`config.mk`:
```
export PLATFORM = sky130hd
export DESIGN_NAME = mac_operand_negator_pipe
export DESIGN_NICKNAME = d
export VERILOG_FILES = /design/src/rtl/mac_operand_negator_pipe_pkg.sv /design/src/rtl/mac_group_negator.sv /design/src/rtl/mac_operand_negator_pipe.sv
export SDC_FILE = /design/constraint.sdc
export NUM_CORES = 1
export LEC_CHECK = 0
export ABC_AREA = 1
export CAP_MARGIN = 10
export CORE_MARGIN = 2
export CORE_UTILIZATION = 45
export DETAILED_ROUTE_END_ITERATION = 16
export HOLD_SLACK_MARGIN = 0.15
export PLACE_DENSITY = 0.68
export SLEW_MARGIN = 0
export SYNTH_ARGS = -nofsm -noshare
export SYNTH_HDL_FRONTEND = slang
export SYNTH_HIERARCHICAL = 1
export SYNTH_SLANG_ARGS = --single-unit
```
`constraint.sdc`:
```
create_clock -name clk -period 7.65 [get_ports clk]
set_input_delay 1.53 -clock clk [delete_from_list [all_inputs] [get_ports clk]]
set_output_delay 1.53 -clock clk [all_outputs]
set_load 0.05 [all_outputs]
```
`src/rtl/mac_operand_negator_pipe_pkg.sv`:
```
// Shared constants for the configurable MAC: fuse-mode encodings, cfg bit
// positions and the group-size decode used by the sign-magnitude stage.
package mac_operand_negator_pipe_pkg;

  typedef enum logic [1:0] {
    MODE_SINGLE = 2'b00,
    MODE_DUAL   = 2'b01,
    MODE_QUAD   = 2'b10,
    MODE_RSVD   = 2'b11
  } fuse_mode_e;

  localparam int CFG_SIGNED_BIT = 3;

  // Lanes per fused group; the reserved encoding behaves as single-lane.
  function automatic logic [3:0] group_size(input fuse_mode_e mode, input int num_lanes);
    logic [3:0] g;
    case (mode)
      MODE_DUAL: g = 4'd2;
      MODE_QUAD: g = 4'd4;
      default:   g = 4'd1;
    endcase
    if (int'(g) > num_lanes) g = 4'(num_lanes);
    return g;
  endfunction

endpackage

```
`src/rtl/mac_group_negator.sv`:
```
// Combinational two's-complement-to-magnitude conversion over fused lane
// groups, with per-lane group sign and most-negative-value flag.
module mac_group_negator #(
  parameter int W         = 8,
  parameter int NUM_LANES = 4
) (
  input  logic [NUM_LANES*W-1:0] data_i,
  input  logic [3:0]             group_lanes_i,
  input  logic                   signed_i,
  output logic [NUM_LANES*W-1:0] mag_o,
  output logic [NUM_LANES-1:0]   sign_o,
  output logic [NUM_LANES-1:0]   min_o
);

  localparam logic [W-1:0] MIN_LANE = {1'b1, {(W-1){1'b0}}};

  always_comb begin
    int         g;
    int         top;
    logic       carry;
    logic       is_min;
    logic [W:0] sum;
    logic [W-1:0] x;
    // NOTE: every output and temporary gets a value before any branch so
    // this block stays purely combinational and never infers a latch.
    mag_o  = '0;
    sign_o = '0;
    min_o  = '0;
    carry  = 1'b1;
    is_min = 1'b0;
    sum    = '0;
    x      = '0;
    top    = 0;
    g      = int'(group_lanes_i);
    for (int i = 0; i < NUM_LANES; i++) begin
      top = i | (g - 1);
      x   = data_i[i*W +: W];
      // Carry chain restarts at each group's lowest lane: ~x + 1 per group.
      if ((i & (g - 1)) == 0) carry = 1'b1;
      sum   = {1'b0, ~x} + {{W{1'b0}}, carry};
      carry = sum[W];
      sign_o[i] = data_i[top*W + W - 1];
      mag_o[i*W +: W] = (signed_i && sign_o[i]) ? sum[W-1:0] : x;
      is_min = 1'b1;
      for (int j = 0; j < NUM_LANES; j++) begin
        if ((j & ~(g - 1)) == (i & ~(g - 1))) begin
          if (j == top) is_min &= (data_i[j*W +: W] == MIN_LANE);
          else          is_min &= (data_i[j*W +: W] == '0);
        end
      end
      min_o[i] = signed_i && is_min;
    end
  end

endmodule

```
`src/rtl/mac_operand_negator_pipe.sv`:
```
// Two-stage valid/ready pipeline converting fused signed operand groups to
// magnitudes and reporting per-lane product sign and most-negative flags.
module mac_operand_negator_pipe
  import mac_operand_negator_pipe_pkg::*;
#(
  parameter int MAC_MIN_WIDTH  = 8,
  parameter int NUM_LANES      = 4,
  parameter int MAC_CONF_WIDTH = 4
) (
  input  logic                              clk,
  input  logic                              rst,
  input  logic                              in_valid,
  output logic                              in_ready,
  input  logic [MAC_CONF_WIDTH-1:0]         cfg,
  input  logic [NUM_LANES*MAC_MIN_WIDTH-1:0] A_in,
  input  logic [NUM_LANES*MAC_MIN_WIDTH-1:0] B_in,
  output logic                              out_valid,
  input  logic                              out_ready,
  output logic [NUM_LANES*MAC_MIN_WIDTH-1:0] A_out,
  output logic [NUM_LANES*MAC_MIN_WIDTH-1:0] B_out,
  output logic [NUM_LANES-1:0]              C_neg,
  output logic [NUM_LANES-1:0]              A_min,
  output logic [NUM_LANES-1:0]              B_min,
  output logic [MAC_CONF_WIDTH-1:0]         cfg_out
);

  localparam int DW = NUM_LANES * MAC_MIN_WIDTH;

  logic                      s1_valid_q, s1_valid_d;
  logic [DW-1:0]             s1_a_q, s1_a_d, s1_b_q, s1_b_d;
  logic [MAC_CONF_WIDTH-1:0] s1_cfg_q, s1_cfg_d;

  logic                      s2_valid_q, s2_valid_d;
  logic [DW-1:0]             s2_a_q, s2_a_d, s2_b_q, s2_b_d;
  logic [NUM_LANES-1:0]      s2_cneg_q, s2_cneg_d;
  logic [NUM_LANES-1:0]      s2_amin_q, s2_amin_d, s2_bmin_q, s2_bmin_d;
  logic [MAC_CONF_WIDTH-1:0] s2_cfg_q, s2_cfg_d;

  logic                 accept, s2_load, is_signed;
  logic [3:0]           grp_lanes;
  logic [DW-1:0]        a_mag, b_mag;
  logic [NUM_LANES-1:0] a_sign, b_sign, a_min, b_min;

  // in_ready is the one intentional combinational path (from out_ready).
  assign in_ready  = !rst && (!s1_valid_q || !s2_valid_q || out_ready);
  assign accept    = in_valid && in_ready;
  assign s2_load   = !s2_valid_q || out_ready;
  assign is_signed = s1_cfg_q[CFG_SIGNED_BIT];
  assign grp_lanes = group_size(fuse_mode_e'(s1_cfg_q[1:0]), NUM_LANES);

  mac_group_negator #(.W(MAC_MIN_WIDTH), .NUM_LANES(NUM_LANES)) u_neg_a (
    .data_i        (s1_a_q),
    .group_lanes_i (grp_lanes),
    .signed_i      (is_signed),
    .mag_o         (a_mag),
    .sign_o        (a_sign),
    .min_o         (a_min)
  );

  mac_group_negator #(.W(MAC_MIN_WIDTH), .NUM_LANES(NUM_LANES)) u_neg_b (
    .data_i        (s1_b_q),
    .group_lanes_i (grp_lanes),
    .signed_i      (is_signed),
    .mag_o         (b_mag),
    .sign_o        (b_sign),
    .min_o         (b_min)
  );

  always_comb begin
    s1_valid_d = s1_valid_q;
    s1_a_d     = s1_a_q;
    s1_b_d     = s1_b_q;
    s1_cfg_d   = s1_cfg_q;
    s2_valid_d = s2_valid_q;
    s2_a_d     = s2_a_q;
    s2_b_d     = s2_b_q;
    s2_cneg_d  = s2_cneg_q;
    s2_amin_d  = s2_amin_q;
    s2_bmin_d  = s2_bmin_q;
    s2_cfg_d   = s2_cfg_q;

    if (s2_load) begin
      s1_valid_d = 1'b0;
      s2_valid_d = s1_valid_q;
      if (s1_valid_q) begin
        s2_a_d    = a_mag;
        s2_b_d    = b_mag;
        s2_cneg_d = (a_sign ^ b_sign) & {NUM_LANES{is_signed}};
        s2_amin_d = a_min;
        s2_bmin_d = b_min;
        s2_cfg_d  = s1_cfg_q;
      end
    end

    if (accept) begin
      s1_valid_d = 1'b1;
      s1_a_d     = A_in;
      s1_b_d     = B_in;
      s1_cfg_d   = cfg;
    end
  end

  always_ff @(posedge clk) begin
    // NOTE: data registers are reset too, so every output reads zero
    // straight after reset rather than stale payload.
    if (rst) begin
      s1_valid_q <= 1'b0;
      s1_a_q     <= '0;
      s1_b_q     <= '0;
      s1_cfg_q   <= '0;
      s2_valid_q <= 1'b0;
      s2_a_q     <= '0;
      s2_b_q     <= '0;
      s2_cneg_q  <= '0;
      s2_amin_q  <= '0;
      s2_bmin_q  <= '0;
      s2_cfg_q   <= '0;
    end else begin
      // NOTE: non-blocking updates keep every register sampling the
      // pre-edge state, regardless of statement order.
      s1_valid_q <= s1_valid_d;
      s1_a_q     <= s1_a_d;
      s1_b_q     <= s1_b_d;
      s1_cfg_q   <= s1_cfg_d;
      s2_valid_q <= s2_valid_d;
      s2_a_q     <= s2_a_d;
      s2_b_q     <= s2_b_d;
      s2_cneg_q  <= s2_cneg_d;
      s2_amin_q  <= s2_amin_d;
      s2_bmin_q  <= s2_bmin_d;
      s2_cfg_q   <= s2_cfg_d;
    end
  end

  assign out_valid = s2_valid_q;
  assign A_out     = s2_a_q;
  assign B_out     = s2_b_q;
  assign C_neg     = s2_cneg_q;
  assign A_min     = s2_amin_q;
  assign B_min     = s2_bmin_q;
  assign cfg_out   = s2_cfg_q;

endmodule

```
### Word level (Yosys, flattened, before mapping)

Cells that the tools add are included.

| storage, ports and cells | value |
|---|---|
| logic and storage cells | 238 |
| bits in latches | 0 |
| bits in writable memories | 0 |
| register bits | 150 |
| ROM bits | 0 |
| memories | 0 |

| operators by class | value |
|---|---|
| mux-type cells | 90 |
| divide/modulo/power cells | 0 |
| equality and inequality tests | 17 |
| add/subtract/negate cells | 17 |
| bitwise logic cells | 51 |
| multiply operators | 0 |
| $lt $le $gt $ge | 5 |
| reductions and logical operators | 47 |
| shift operators | 0 |

Operator list:

| cell | count |
|---|---|
| 32-bit logical NOT | 10 |
| 32-bit by 7-bit < comparator with 1-bit output (second input constant) | 4 |
| 32-bit by 2-bit subtractor with 32-bit output (second input constant) | 4 |
| 1-bit two-way mux | 72 |
| 8-bit == test (second input constant) | 8 |
| 8-bit logical NOT | 8 |
| 8-bit two-way mux | 8 |
| 8-bit inverter | 8 |
| 31-bit logical NOT | 2 |
| 1-bit bitwise AND | 40 |
| 1-bit binary-select mux with 5-bit select | 8 |
| 8-bit by 1-bit adder with 9-bit output | 4 |
| 8-bit by 5-bit adder with 9-bit output (second input constant) | 4 |
| 30-bit logical NOT | 1 |
| 8-bit by 1-bit adder with 9-bit output (second input constant) | 2 |
| 1-bit logical AND | 18 |
| 8-bit by 1-bit adder with 8-bit output | 2 |
| 3-bit by 5-bit == test with 1-bit output (first input constant) | 2 |
| 2-bit by 4-bit == test with 1-bit output (first input constant) | 2 |
| 3-bit one-hot mux with 2 select lines | 1 |
| 2-bit by 5-bit == test with 1-bit output (first input constant) | 1 |
| 4-bit by 1-bit subtractor with 5-bit output (second input constant) | 1 |
| 4-bit bitwise AND | 1 |
| 2-bit == test | 2 |
| other kinds (10) | 14 |

### Logic depth before layout (Yosys ltp)

Gate-level depths: netlist of run 1.

| logic depth | value |
|---|---|
| word-level depth | 17 |
| gate-level depth with buffers | 23 |
| gate-level depth less buffers | 23 |

### By module

Netlist of run 1, hierarchy kept.

Modules (own cells, without submodules):

| module | cells an instance | sequential area each (um^2) | instances | area an instance (um^2) |
|---|---|---|---|---|
| mac_operand_negator_pipe | 700 | 3002.9 | 1 | 5499.0 |
| mac_group_negator at u_neg_b | 226 | 0.0 | 1 | 1282.5 |
| mac_group_negator at u_neg_a | 225 | 0.0 | 1 | 1257.5 |

### Worst setup path before layout of run 1

OpenSTA, ideal clock, no wires.

| path | value |
|---|---|
| path type | in2out |
| start | in rst |
| end | out in_ready |
| data arrival time | 2.498 ns |
| stages | 2 |
| slack | 3.622 ns |
| buffers on the path | 1 |
| cell sequence | buf_2 -> a31oi_1 |

| on the way | value |
|---|---|
| word-level cells in the longest chain between the ends | 2 |

Ends and longest elaborated chain:

| what | line | text |
|---|---|---|
| start, declared | mac_operand_negator_pipe.sv:11 | `input logic rst,` |
| 1-bit logical NOT | mac_operand_negator_pipe.sv:45 | `assign in_ready = !rst && (!s1_valid_q \|\| !s2_valid_q \|\| out_ready);` |
| 1-bit logical AND | mac_operand_negator_pipe.sv:45 |  |
| end, declared | mac_operand_negator_pipe.sv:13 | `output logic in_ready,` |

No other way between the ends.

### Final worst setup path of run 1

Same ends and word-level chain as after synthesis.

==> summary.md, run 1 <==
| Metric | Value |
|---|---|
| Status | `complete, no violations` |
| DRT antenna net count | `0` |
| HP Class | `reg -> reg` |
| Hold_sp | `s1_cfg_q[2]$_SDFFE_PP0P_` |
| Root buf cell | `clkbuf_16` |
| Pint | `roughly 1.6 mW` |
| Vias per cell | `around 5` |
| Detailed-route via count | `7723` |
| Pwr Density | `between 200 and 250 nW/um^2` |
| Slew @ Worst Pin | `between 1000 and 1500 ps` |
| WS Path Type | `in -> out` |
| Leakage power total | `4.49 nW` |
| Fin crit period | `around 4600 ps` |
| Clock insertion delay at the later pin of the skew report | `~420 ps` |
| Clock sink total | `150` |
| WL final | `20600 um` |
| Synth Instances | `1151` |
| Hold EP | `s1_cfg_q[2]$_SDFFE_PP0P_` |
| CTS max path bufs | `2` |
| Synth cell types | `between 40 and 50` |
| Final hold vios | `0` |
| Max-cap violation count | `0` |
| GPL Wtd Cong | `0.903` |
| Maximum vdd drop | `0.180 mV` |
| Final period utilization | `0.604` |
| Highest-count cells in the layout ignoring fill and taps | `236 x nor2_1, 167 x nand2_1, 152 x clkdlybuf4s50_1` |
| First-pass GRT wire length | `~33000 um` |
| Total chip power | `approximately 2.3 mW` |
| Register area share after synthesis | `0.374` |
| Drt first pass iters | `5` |
| Fin nets | `between 1k and 1.5k` |
| Synth Area per Inst | `roughly 7 sq um` |
| Die Y | `~140 um` |
| Switching share of power | `0.305` |
| I/O Buffers | `between 150 and 200` |
| YS warnings | `6` |
| Core Region | `between 15000 and 20000 sq um` |
| RSZ-0062 raised after global routing | `false` |
| Post-CTS sizing | `0` |
| Combinational power share | `0.229` |
| CTS tree | `yes` |
| GRT Total Usage | `0.220` |
| XOR/XNOR Fraction of Synth Area | `0.0563` |
| Commonest non-fill, non-tap cell in the layout | `nor2_1` |
| Clock Skews | `7.43 ps` |
| DRC | `0` |
| # rows | `48` |
| Crit-path max FO | `9` |
| Crit path arrival time | `approximately 3100 ps` |
| Placed cell area | `between 9000 and 10000 sq um` |
| Nature of the critical path endpoint | `primary output` |
| Global route overflow | `0` |
| Hpwl dp | `roughly 14000 um` |
| Number of global-route vias before repair | `between 6k and 7k` |
| Initial Util | `0.463` |
| Post-CTS Setup Repair Bufs | `0` |
| DR WL/cell | `roughly 14 um` |
| Setup Viol. Count Final | `0` |
| Initial antenna violation count | `0` |
| Post-synthesis register bit count | `150` |
| H-Tree Depth | `4` |
| Util after Layout | `0.589` |
| Slew headroom | `0.256` |
| F_max | `between 0.2 and 0.25 GHz` |
| Hold Buf Count CTS | `0` |
| Max Slew Vio Count | `0` |
| Mux share of post-synthesis cell area | `0` |
| IO Pins | `around 150` |
| Worst r2r dst | `B_out[30]$_SDFFE_PP0P_` |
| Largest family of logic cells by synthesized area | `simple AND/OR/NAND/NOR gates` |
| Clock power frac | `0.385` |
| DIE AREA | `about 19000 sq um` |
| Hold depth | `2` |
| Num CTS Buffers | `17` |
| Reg clk slew, reported paths | `about 60 ps` |
| Largest net degree at the start of global routing | `118` |
| R2R setup slack | `3560 ps` |
| Share of cells above drive strength 1 | `0.0689` |
| Initial DRC count | `431` |
| Chip width | `~140 um` |
| Compound-Gate Fraction of Synth Area | `0.0898` |
| R2R cell count | `20` |
| Setup TNS | `0 ps` |
| Startpoint Class | `input port` |
| Design Area, Final | `approximately 10000 sq um` |
| CP Data Required Time | `about 6100 ps` |
| Non-filler cells, final | `between 1.5k and 2k` |
| P_sw | `a little under 700 uW` |
| Simple-gate share of the synthesized area | `0.355` |
| Synth Area in Adders | `0.0405` |
| Inserted Diodes | `0` |
| Mapped Area | `~8000 sq um` |
| Placed Cells | `around 1.5k` |
| Area Overhead vs Synth | `27.3%` |
| Reg2Reg Launch Point | `s1_cfg_q[0]$_SDFFE_PP0P_` |
| Sequential power share | `0.386` |
## worst max path at each step
stage          from  endpoint  slack [ps]  cells after the start
2_1_floorplan   rst  in_ready        3620                      2
3_3_place_gp    rst  in_ready        3030                      4
3_5_place_dp    rst  in_ready        3040                      4
4_1_cts         rst  in_ready        3040                      4
5_1_grt         rst  in_ready        2920                      4
6_report        rst  in_ready        3030                      4
## flip-flops by register name, indices dropped and copies added (netlist names)
signal and flops:
s1_cfg_q 4, C_neg 4, out_valid 1, A_out 32
s1_valid_q 1, cfg_out 4, s1_a_q 32, B_min 4
A_min 4, B_out 32, s1_b_q 32
## logic make-up (layout without fill, tap and decap cells)
family	Yosys count	after routing
fa+ha+maj	26	26
buf+inv	162	285
compound gates	132	132
flops	150	150
simple gates	630	630
other cells	1	5
xor+xnor	50	50
## power by group through the flow
stage                     registers, mW  clock network [mW]  logic (mW)
after floorplan                   0.956                   0       0.298
after global placement            0.889                   0       0.510
after detailed placement          0.890                   0       0.515
after CTS                         0.873               0.889       0.519
after global routing              0.880               0.921       0.577
final                             0.873               0.872       0.519
## worst max-delay path, cell delays in order
cell             delay [ps]
clkdlybuf4s50_1         400
buf_4                   190
a31oi_1                 140
clkdlybuf4s50_1         820
## final cells by class
cell class                      count  area, sq um
Tap cell                          225          282
Multi-Input combinational cell    843         4380
Clock buffer                       24          502
Clock inverter                      7          118
Timing Repair Buffer              161         1590
Fill cell                        1684         7130
Sequential cell                   150         3000
Inverter                           93          355
## layer usage
metal	GRT usage	up-vias	part of all wire
met5	0	-	0
li1	-	3982	-
met1	0.303	3515	0.47
met4	0.0561	0	0.011
met2	0.343	205	0.45
met3	0.0541	21	0.067
## stage by stage
step           hold slack (ps)  worst slack (ps)
2_1_floorplan              440              3620
3_3_place_gp               450              3030
3_5_place_dp               458              3040
4_1_cts                    466              3040
5_1_grt                    488              2920
6_report                   462              3030
## synthesized netlist by cell type
| cell | count | share of area |
|---|---|---|
| o21ai_4 | 1 | 0.0020 |
| nor3b_1 | 1 | 0.00093 |
| buf_1 | 4 | 0.0019 |
| xnor2_2 | 2 | 0.0040 |
| xor2_1 | 42 | 0.046 |
| nand3b_1 | 3 | 0.0028 |
| clkbuf_2 | 3 | 0.0019 |
| o21bai_1 | 1 | 0.00093 |
| o21ai_2 | 5 | 0.0054 |
| a31oi_1 | 3 | 0.0023 |
| nor3_2 | 1 | 0.0012 |
| a21oi_2 | 2 | 0.0022 |
| buf_2 | 21 | 0.013 |
| a21oi_1 | 14 | 0.0087 |
| ha_1 | 26 | 0.040 |
| nor2_2 | 10 | 0.0078 |
| nand4_1 | 76 | 0.059 |
| o211ai_1 | 3 | 0.0028 |
| xnor2_1 | 6 | 0.0065 |
| inv_1 | 83 | 0.039 |
| inv_2 | 9 | 0.0042 |
| nand3_2 | 3 | 0.0037 |
| clkbuf_1 | 32 | 0.015 |
| nor2_1 | 236 | 0.11 |
| buf_4 | 8 | 0.0075 |
| nand2_2 | 9 | 0.0070 |
| buf_6 | 1 | 0.0014 |
| clkinv_2 | 1 | 0.00062 |
| o31ai_1 | 4 | 0.0037 |
| or2_1 | 1 | 0.00078 |
| nor2_4 | 1 | 0.0014 |
| o21ai_0 | 90 | 0.056 |
| nand2_1 | 168 | 0.078 |
| conb_1 | 1 | 0.00047 |
| dfxtp_1 | 150 | 0.37 |
| o21ai_1 | 9 | 0.0056 |
| nor2_8 | 2 | 0.0050 |
| and3_1 | 1 | 0.00078 |
| nand3_1 | 103 | 0.064 |
| nand2_4 | 3 | 0.0042 |
| nor4_1 | 1 | 0.00078 |
| nor3_1 | 11 | 0.0068 |
No activity file was read; power rests on OpenSTA's default activity.
==> run 2: changes to the inputs <==
- PLACE_DENSITY: 0.68 -> 0.7
- clock period: 7.65 -> 4.05 ns (I/O delays scaled with it)
==> run 2 against run 1 <==
  * Via count about the same
  * Die area unchanged
  * Largest cell class unchanged
  * Utilization rose by 0.14 points
  * Register-to-register slack lost 3100 ps
  * Clock skew fell by 2.1 ps
  * Sequential cell count stayed put
==> summary.md, run 2 (synthesized netlist as in run 1, its figures left out) <==
| Metric | Value |
|---|---|
| Highest-count cells in the layout ignoring fill and taps | `236 x nor2_1, 167 x nand2_1, 152 x clkdlybuf4s50_1 (unchanged)` |
| Post-CTS Setup Repair Bufs | `0 (unchanged)` |
| Setup TNS | `0 ps (unchanged)` |
| F_max | `0.276 GHz` |
| Slew @ Worst Pin | `871 ps (was 1110 ps)` |
| CTS max path bufs | `2 (unchanged)` |
| Area Overhead vs Synth | `27.5% (was 27.3%)` |
| WS Path Type | `reg -> reg (was in -> out)` |
| DIE AREA | `18900 sq um (unchanged)` |
| CP Data Required Time | `4370 ps (was 6120 ps)` |
| Clock Skews | `5.32 ps (was 7.43 ps)` |
| Critical-path top delay cell | `ha_1 (was clkdlybuf4s50_1)` |
| Startpoint Class | `flip-flop (was input port)` |
| Final period utilization | `0.894` |
| CTS tree | `yes (unchanged)` |
| Min Hold Slack | `460 ps (was 462 ps)` |
| Hpwl dp | `14400 um (was 14100 um)` |
| Share of cells above drive strength 1 | `0.0709 (was 0.0689)` |
| Chip width | `138 um (unchanged)` |
| IO Pins | `154 (unchanged)` |
| RSZ-0062 raised after global routing | `false (unchanged)` |
| GPL Wtd Cong | `0.931 (was 0.903)` |
| Hold_sp | `s1_cfg_q[2]$_SDFFE_PP0P_ (unchanged)` |
| Reg clk slew, reported paths | `60 ps (about the same)` |
| Fillers | `1699 (was 1684)` |
| Hold depth | `2 (unchanged)` |
| Setup Viol. Count Final | `0 (unchanged)` |
| Crit path arrival time | `3940 ps (was 3090 ps)` |
| Hold EP | `s1_cfg_q[2]$_SDFFE_PP0P_ (unchanged)` |
| Crit-path max FO | `11 (was 9)` |
| Fin crit period | `around 3600 ps` |
| Leakage power total | `4.50 nW (was 4.49 nW)` |
| R2R cell count | `19 (was 20)` |
| DRC | `0 (unchanged)` |
| Reg2Reg Launch Point | `s1_cfg_q[0]$_SDFFE_PP0P_ (unchanged)` |
| WL final | `20800 um (was 20600 um)` |
| DRT antenna net count | `0 (unchanged)` |
| I/O Buffers | `153 (unchanged)` |
| Max-cap violation count | `0 (unchanged)` |
| Critical Path Max Stage Delay | `530 ps (was 820 ps)` |
| Sequential standard cell area | `3000 sq um (unchanged)` |
| Root buf cell | `clkbuf_16 (unchanged)` |
| Top Family by Delay on Critical Path | `adder cells (was buffers and inverters)` |
| Die Y | `138 um (unchanged)` |
| GRT Total Usage | `0.227 (was 0.220)` |
| Largest net degree at the start of global routing | `212 (was 118)` |
| HP Class | `reg -> reg (unchanged)` |
| Clock sink total | `150 (unchanged)` |
| Drt first pass iters | `5 (unchanged)` |
| Vias per cell | `5.12 (was 5.14)` |
| Max Slew Vio Count | `0 (unchanged)` |
| Number of global-route vias before repair | `7097 (was 6965)` |
| CP cell instances | `inv_1 > ha_1 > nor2_1 > inv_1 > ha_1 > ha_1 > nand2_1 > o21ai_0 > ha_1 > ha_1 > nand2_1 > o21bai_1 > ha_1 > inv_1 > o21ai_0 > o21ai_0 > xor2_1 > o21ai_0 > nor2_1 (was clkdlybuf4s50_1 > buf_4 > a31oi_1 > clkdlybuf4s50_1)` |
| Maximum vdd drop | `0.329 mV (was 0.180 mV)` |
| Clock insertion delay at the later pin of the skew report | `420 ps (about the same)` |
| H-Tree Depth | `4 (unchanged)` |
| Pwr Density | `414 nW/um^2 (was 221 nW/um^2)` |
| Initial Util | `0.463 (unchanged)` |
| Detailed-route via count | `7727 (was 7723)` |
| Nature of the critical path endpoint | `flip-flop (was primary output)` |
| Most common cell on crit path | `ha_1 (was clkdlybuf4s50_1)` |
| Area of the multi-input gates | `4390 sq um (was 4380 sq um)` |
| DR WL/cell | `13.8 um (was 13.7 um)` |
| Inserted Diodes | `0 (unchanged)` |
| Worst r2r dst | `A_out[30]$_SDFFE_PP0P_ (was B_out[30]$_SDFFE_PP0P_)` |
| First-pass GRT wire length | `34200 um (was 33200 um)` |
| Initial DRC count | `463 (was 431)` |
| Global route overflow | `0 (unchanged)` |
| Commonest non-fill, non-tap cell in the layout | `nor2_1 (unchanged)` |
| Worst Setup SP | `s1_cfg_q[0]$_SDFFE_PP0P_ (was rst)` |
| Num CTS Buffers | `17 (unchanged)` |
| Buf+Inv Stages, Crit Path | `3 (unchanged)` |
| Slew headroom | `0.418 (was 0.256)` |
| # rows | `48 (unchanged)` |
| Core Region | `17400 sq um (unchanged)` |
| Hold Buf Count CTS | `0 (unchanged)` |
| Final hold vios | `0 (unchanged)` |
| R2R setup slack | `430 ps (was 3560 ps)` |
| Fin nets | `1368 (was 1364)` |
| Status | `complete, no violations (unchanged)` |
| Initial antenna violation count | `0 (unchanged)` |
==> run 2: how the worst max path moves through the flow <==
stage          depth (start not counted)  slack (ps)                      to
2_1_floorplan                         20         620  B_out[30]$_SDFFE_PP0P_
3_3_place_gp                          19         410  B_out[30]$_SDFFE_PP0P_
3_5_place_dp                          19         270  B_out[30]$_SDFFE_PP0P_
4_1_cts                               19         250  B_out[30]$_SDFFE_PP0P_
5_1_grt                               17          50  A_out[30]$_SDFFE_PP0P_
6_report                              19         430  A_out[30]$_SDFFE_PP0P_
==> run 2: cell type report <==
class	count	share of cell area
Inverter	93	0.0347
Multi-Input combinational cell	843	0.428
Sequential cell	150	0.293
Clock buffer	23	0.0447
Timing Repair Buffer	165	0.160
Tap cell	225	0.0275
Clock inverter	9	0.0123
==> run 2: worst min-delay path, stage by stage, from the launching register on <==
cell	delay (ps)
dfxtp_1	300
nand3_1	70
nand2_1	40
==> run 2: metrics by stage <==
stage | utilization | std cells | total power, mW | setup slack [ps] | area (sq um)
finish | 0.591 | 1508 | 4.24 | 429 | 10300
global route | 0.591 | 1508 | 4.46 | 49.2 | 10300
CTS | 0.591 | 1508 | 4.27 | 246 | 10200
detailed placement | 0.557 | 1476 | 2.66 | 271 | 9670
floorplan | - | 1155 | 2.37 | 620 | 8050
global placement | 0.557 | 1476 | 2.65 | 406 | 9670
==> run 2: metal layers <==
metal	GRT usage	wire length (um)	up-vias	share of wire
met2	0.354	9330	191	0.45
met4	0.0687	229	0	0.011
li1	-	-	4002	-
met5	0	0	-	0
met3	0.0515	1280	18	0.061
met1	0.311	10000	3516	0.48
==> run 2: report_power, final <==
group          internal [mW]  leakage, nW  total (mW)  switching [mW]
combinational          0.364         2.98       0.991           0.627
sequential              1.57         1.23        1.65          0.0788
clock                  0.982        0.285        1.61           0.624
==> run 2: repair_timing <==
item | CTS | global route
setup endpoints to repair | 0 | 3
resized for setup | 0 | 3
hold endpoints to repair | 0 | 0
==> run 3: changes to the inputs <==
- DONT_BUFFER_PORTS: not set -> 1
==> run 3 against run 2 <==
  * Clock power is 11% lower
  * Register-to-register slack got worse by 40 ps
  * Cell area fell by 15%
  * Sequential share of layout area rose by 5.3 points
  * Clock skew is 6.1 ps higher
  * Non-clock buffer count decreased by 155
  * Die area stayed put
  * Global-route usage fell by 1.6 points
  * Critical path depth is 2 lower
  * Via count down 8.4%
  * Clock-buffer cell count decreased by 2
  * Fmax decreased by 1.0%
  * Largest power group unchanged
==> summary.md, run 3 (synthesized netlist as in run 1, its figures left out) <==
| Metric | Value |
|---|---|
| # rows | `48 (unchanged)` |
| GRT Total Usage | `0.211 (was 0.227)` |
| GPL Wtd Cong | `0.877 (was 0.931)` |
| CTS max path bufs | `2 (unchanged)` |
| Initial antenna violation count | `0 (unchanged)` |
| Largest net degree at the start of global routing | `129 (was 212)` |
| Setup Viol. Count Final | `0 (unchanged)` |
| Inserted Diodes | `0 (unchanged)` |
| Startpoint Class | `flip-flop (unchanged)` |
| Critical-path top delay cell | `ha_1 (unchanged)` |
| Post-CTS Setup Repair Bufs | `0 (unchanged)` |
| CP cell instances | `inv_1 > ha_1 > inv_2 > ha_1 > inv_1 > o21ai_0 > ha_1 > ha_1 > nand2_1 > o21bai_1 > ha_1 > inv_1 > o21ai_0 > o21ai_0 > xor2_1 > o21ai_0 > nor2_1 (was inv_1 > ha_1 > nor2_1 > inv_1 > ha_1 > ha_1 > nand2_1 > o21ai_0 > ha_1 > ha_1 > nand2_1 > o21bai_1 > ha_1 > inv_1 > o21ai_0 > o21ai_0 > xor2_1 > o21ai_0 > nor2_1)` |
| Crit path arrival time | `3960 ps (was 3940 ps)` |
| Root buf cell | `clkbuf_16 (unchanged)` |
| F_max | `0.273 GHz (was 0.276 GHz)` |
| Final period utilization | `0.903 (was 0.894)` |
| WL final | `20000 um (was 20800 um)` |
| Detailed-route via count | `7077 (was 7727)` |
| Maximum vdd drop | `0.286 mV (was 0.329 mV)` |
| Area Overhead vs Synth | `7.86% (was 27.5%)` |
| DR WL/cell | `14.8 um (was 13.8 um)` |
| CTS tree | `yes (unchanged)` |
| WS Path Type | `reg -> reg (unchanged)` |
| Highest-count cells in the layout ignoring fill and taps | `236 x nor2_1, 167 x nand2_1, 150 x dfxtp_1 (was 236 x nor2_1, 167 x nand2_1, 152 x clkdlybuf4s50_1)` |
| Final hold vios | `0 (unchanged)` |
| DIE AREA | `18900 sq um (unchanged)` |
| Hpwl dp | `14100 um (was 14400 um)` |
| Drt first pass iters | `4 (was 5)` |
| Vias per cell | `5.24 (was 5.12)` |
| Chip width | `138 um (unchanged)` |
| Clock sink total | `150 (unchanged)` |
| Status | `complete, no violations (unchanged)` |
| Hold Buf Count CTS | `0 (unchanged)` |
| Slew @ Worst Pin | `1070 ps (was 871 ps)` |
| CP Data Required Time | `4350 ps (was 4370 ps)` |
| Number of global-route vias before repair | `6403 (was 7097)` |
| First-pass GRT wire length | `31700 um (was 34200 um)` |
| RSZ-0062 raised after global routing | `false (unchanged)` |
| Initial DRC count | `357 (was 463)` |
| Reg clk slew, reported paths | `60 ps (about the same)` |
| Max-cap violation count | `0 (unchanged)` |
| Initial Util | `0.463 (unchanged)` |
| Post-CTS sizing | `0 (unchanged)` |
| Global route overflow | `0 (unchanged)` |
| Fin crit period | `3660 ps (was 3620 ps)` |
| Commonest non-fill, non-tap cell in the layout | `nor2_1 (unchanged)` |
| I/O Buffers | `0 (was 153)` |
| DRT antenna net count | `0 (unchanged)` |
| Clock Skews | `11.5 ps (was 5.32 ps)` |
| Clock insertion delay at the later pin of the skew report | `420 ps (about the same)` |
| Max Slew Vio Count | `0 (unchanged)` |
| HP Class | `in -> reg (was reg -> reg)` |
| Slew headroom | `0.284 (was 0.418)` |
| Fin nets | `1213 (was 1368)` |
| Num CTS Buffers | `17 (unchanged)` |
| Die Y | `138 um (unchanged)` |
| Core Region | `17400 sq um (unchanged)` |
| DRC | `0 (unchanged)` |
| Setup TNS | `0 ps (unchanged)` |
| Pwr Density | `452 nW/um^2 (was 414 nW/um^2)` |
| Leakage power total | `3.91 nW (was 4.50 nW)` |
| H-Tree Depth | `4 (unchanged)` |
| Crit-path max FO | `10 (was 11)` |
| Util after Layout | `0.500 (was 0.591)` |
| Share of cells above drive strength 1 | `0.0799 (was 0.0709)` |
| Critical Path Max Stage Delay | `530 ps (about the same)` |
| Most common cell on crit path | `ha_1 (unchanged)` |
| Nature of the critical path endpoint | `flip-flop (unchanged)` |
| IO Pins | `154 (unchanged)` |
[run 3: final timing paths]
kind,startpoint,endpoint,slack [ps],cells after the start
hold / removal,rst,C_neg[0]$_SDFFE_PP0P_,460,1
hold reg to reg,s1_cfg_q[2]$_SDFFE_PP0P_,s1_cfg_q[2]$_SDFFE_PP0P_,460,2
setup reg to reg,s1_cfg_q[0]$_SDFFE_PP0P_,A_out[30]$_SDFFE_PP0P_,390,17
setup / recovery,s1_cfg_q[0]$_SDFFE_PP0P_,A_out[30]$_SDFFE_PP0P_,390,17
[run 3: cell type report]
type	count	area (sq um)
Timing Repair Buffer	10	113
Inverter	93	355
Tap cell	225	282
Clock inverter	9	53.8
Sequential cell	150	3000
Multi-Input combinational cell	843	4380
Clock buffer	21	480
Fill cell	1764	8690
[run 3: metrics by stage]
| stage | cell area (sq um) | power, mW | hold slack (ps) | setup WS (ps) | cells |
|---|---|---|---|---|---|
| 2_1_floorplan | 8050 | 2.37 | 440 | 620 | 1155 |
| 3_3_place_gp | 8140 | 2.50 | 453 | 396 | 1321 |
| 3_5_place_dp | 8140 | 2.51 | 456 | 259 | 1321 |
| 4_1_cts | 8670 | 3.95 | 438 | 255 | 1351 |
| 5_1_grt | 8670 | 4.12 | 440 | 91.9 | 1351 |
| 6_report | 8670 | 3.92 | 457 | 391 | 1351 |
[run 3: per-layer routing]
| metal | wire [um] | track usage | vias to the layer above |
|---|---|---|---|
| li1 | - | - | 3687 |
| met1 | 9510 | 0.285 | 3226 |
| met2 | 8940 | 0.329 | 153 |
| met3 | 1410 | 0.0578 | 11 |
| met4 | 164 | 0.0590 | 0 |
| met5 | 0 | 0 | - |
[run 3: worst max-delay path, delay by kind of cell, from the launching register on]
family                     cells  cell delay, ps
xor gates and xnor gates       1             160
and+or+nand+nor                2             140
DFF                            1             380
adders and majority gates      5            1480
AOI/OAI and AO/OA              5             960
buffers and inverters          4             420
[run 3: power by group]
part / total [mW] / switching, mW / internal [mW]
Combinational: 0.677 / 0.440 / 0.238
Clock: 1.44 / 0.602 / 0.835
Sequential: 1.80 / 0.232 / 1.57
==> RTL edit (flow settings as in run 2) <==
Set the parameter `MAC_CONF_WIDTH` to 5 (it was 4).
--- a/src/rtl/mac_operand_negator_pipe.sv
+++ b/src/rtl/mac_operand_negator_pipe.sv
@@ -6,5 +6,5 @@
   parameter int MAC_MIN_WIDTH  = 8,
   parameter int NUM_LANES      = 4,
-  parameter int MAC_CONF_WIDTH = 4
+  parameter int MAC_CONF_WIDTH = 5
 ) (
   input  logic                              clk,
Ports: changed (resized cfg and cfg_out); port bits go from 154 to 156. No check against the original RTL was run, so the function may have changed too.
==> RTL edit against run 2 <==
Count of clock-buffer cells in the layout is 2 higher; setup slack gained 0.029 ns; first-iteration DRC count rose by 13%; wire length grew 2.7%; synthesized area grew 0.76%; design area grew 0.89%; die area up 0.74%; sequential cell count up 2; worst hold slack improved by 0.0015 ns; synthesized cell count rose by 0.70%; maximum frequency grew 0.82%; power is 0.33% higher; critical path type unchanged; critical endpoint unchanged.
==> RTL edit: results (changes against run 2) <==
| Group | Parameter | Value | vs run 2 |
|:---|:---|:---|:---|
| status | Run status | completed |  |
| logic synthesis | Post-synth top cells | 238 x sky130_fd_sc_hd__nor2_1, 169 x sky130_fd_sc_hd__nand2_1, 152 x sky130_fd_sc_hd__dfxtp_1 |  |
| critical path | Reg2reg start | s1_a_q[1] |  |
| sta | Measured slew at the worst slew-check pin | 0.802 ns | -0.0688 ns |
| critical path | Logic depth of the worst register-to-register path | 21 | +2 |
| logic synthesis | Syn Area/Cell | 6.99 sq um | about the same |
| sta | Worst-case clock skew | 0.00910 ns | +0.00378 ns |
| hold path | Start point of the worst hold path | s1_cfg_q[4] |  |
| placement | Number of port buffers | 155 | +1.3% |
| placement | Half-perimeter wire length of the detailed placement result | 14500 um | +1.2% |
| cts | CTS Root Cell | sky130_fd_sc_hd__clkbuf_16 |  |
| critical path | Max stage delay cell, worst path | sky130_fd_sc_hd__dfxtp_1 |  |
| detailed routing | Number of DRC markers in iteration 0 | 525 | +13% |
| pwr | Maximum vdd ir drop | 0.295 mV | -10% |
| grt | Maximum number of pins on one net before global-route repair | 215 | +1.4% |
| logic synthesis | Xor-xnor portion of the synthesized cell area | 5.59% | -0.043 points |
| finish | Proportion of layout cells with a drive suffix above 1 | 6.89% | -0.20 points |
| logic synthesis | Area fraction in compound gates after synthesis | 8.97% | about the same |
| finish | Antenna cells | 0 | unchanged |
| placement | Final Wtd Congestion | 0.926 | -0.49% |
| grt | First-pass GRT wire length | 34900 um | +2.2% |
| critical path | Peak per-stage delay on the critical path | 0.32 ns | -0.21 ns |
| detailed routing | Final routed wire length divided by cell count | 14.1 um | +1.9% |
| placement | Placed cell area | 9750 sq um | +0.88% |
| critical path | Startpoint Class | flip-flop |  |
| logic synthesis | Fraction of the yosys area taken by sequential cells | 37.6% | +0.21 points |
| finish | Final non-filler cell total | 1520 | +0.80% |
| critical path | Crit path max fanout | 3 | -8 |
| grt | Number of global-route vias before repair | 7155 | +0.82% |
| pwr | Lkg Pwr | 4.52 nW | +0.61% |
| placement | Worst slack at placement | 0.270 ns | -0.000523 ns |
| logic synthesis | Cell types occupying the most area after synthesis | sky130_fd_sc_hd__dfxtp_1 38%, sky130_fd_sc_hd__nor2_1 11%, sky130_fd_sc_hd__nand2_1 7.8% |  |
| finish | Fill cell count | 1759 | +3.5% |
| grt | All-Layer GR Usage | 22.0% | -0.66 points |
| critical path | Arrival @ worst endpoint | 3.90 ns | -0.04 ns |
| logic synthesis | Unique masters post-synth | 43 | +2.4% |
| detailed routing | Detailed-routing iteration count for the pre-antenna-repair pass | 6 | +1 |
| finish | NumNets Final | 1378 | +0.73% |
| detailed routing | Via density per instance | 5.15 | +0.46% |
| logic synthesis | Post-synthesis adder-cell area fraction | 4.02% | -0.031 points |
[RTL edit: cell types whose count changed in the layout (fill, tap and decap cells not counted), moves of 2 or more]
cell / before / now
sky130_fd_sc_hd__clkbuf_8: 1 / 5
sky130_fd_sc_hd__clkinv_2: 5 / 2
sky130_fd_sc_hd__clkbuf_1: 5 / 3
sky130_fd_sc_hd__clkdlybuf4s50_1: 152 / 154
sky130_fd_sc_hd__dfxtp_1: 150 / 152
sky130_fd_sc_hd__nor2_1: 236 / 238
sky130_fd_sc_hd__o21ai_0: 88 / 90
[RTL edit: per-layer routing]
metal / track usage, % / up-vias / routed length [um]
met1: 30.3 / 3562 / 10200
met2: 35.0 / 208 / 9590
met5: 0 / - / 0
met3: 4.57 / 24 / 1280
met4: 6.55 / 0 / 283
li1: - / 4030 / -
[RTL edit: worst paths after layout]
path	endpoint	slack, ns
worst max register to register	A_out[30]	0.46
worst max-delay path	A_out[30]	0.46
worst min register to register	s1_cfg_q[4]	0.46
worst min-delay path	s1_cfg_q[4]	0.46
[RTL edit: worst register-to-register path, stage by stage, from the launching register on]
cell	delay, ns
sky130_fd_sc_hd__dfxtp_1	0.32
sky130_fd_sc_hd__inv_1	0.08
sky130_fd_sc_hd__ha_1	0.19
sky130_fd_sc_hd__nand2_1	0.14
sky130_fd_sc_hd__nor2_1	0.17
sky130_fd_sc_hd__nor2_1	0.06
sky130_fd_sc_hd__inv_1	0.07
sky130_fd_sc_hd__ha_1	0.17
sky130_fd_sc_hd__ha_1	0.18
sky130_fd_sc_hd__nand2_1	0.08
sky130_fd_sc_hd__o21ai_0	0.25
sky130_fd_sc_hd__ha_1	0.22
sky130_fd_sc_hd__ha_1	0.17
sky130_fd_sc_hd__nand2_1	0.08
sky130_fd_sc_hd__o21bai_1	0.21
sky130_fd_sc_hd__ha_1	0.18
sky130_fd_sc_hd__inv_1	0.05
sky130_fd_sc_hd__o21ai_0	0.28
sky130_fd_sc_hd__o21ai_0	0.17
sky130_fd_sc_hd__xor2_1	0.17
sky130_fd_sc_hd__o21ai_0	0.19
sky130_fd_sc_hd__nor2_1	0.05
[RTL edit: where the power goes]
group	switching, mW	internal, mW	leakage [nW]
clock network	0.603	0.986	0.286
logic	0.633	0.365	2.99
registers	0.0806	1.59	1.25
total	1.32	2.94	4.52
[RTL edit: cell type report]
class,count,area (sq um),share of cell area [%]
tap,229,287,2.77
timing repair buffer,166,1650,16.0
clock inverter,6,88.8,0.859
sequential,152,3040,29.4
multi-input combinational,849,4410,42.6
inverter,93,355,3.43
clock buffer,25,505,4.89
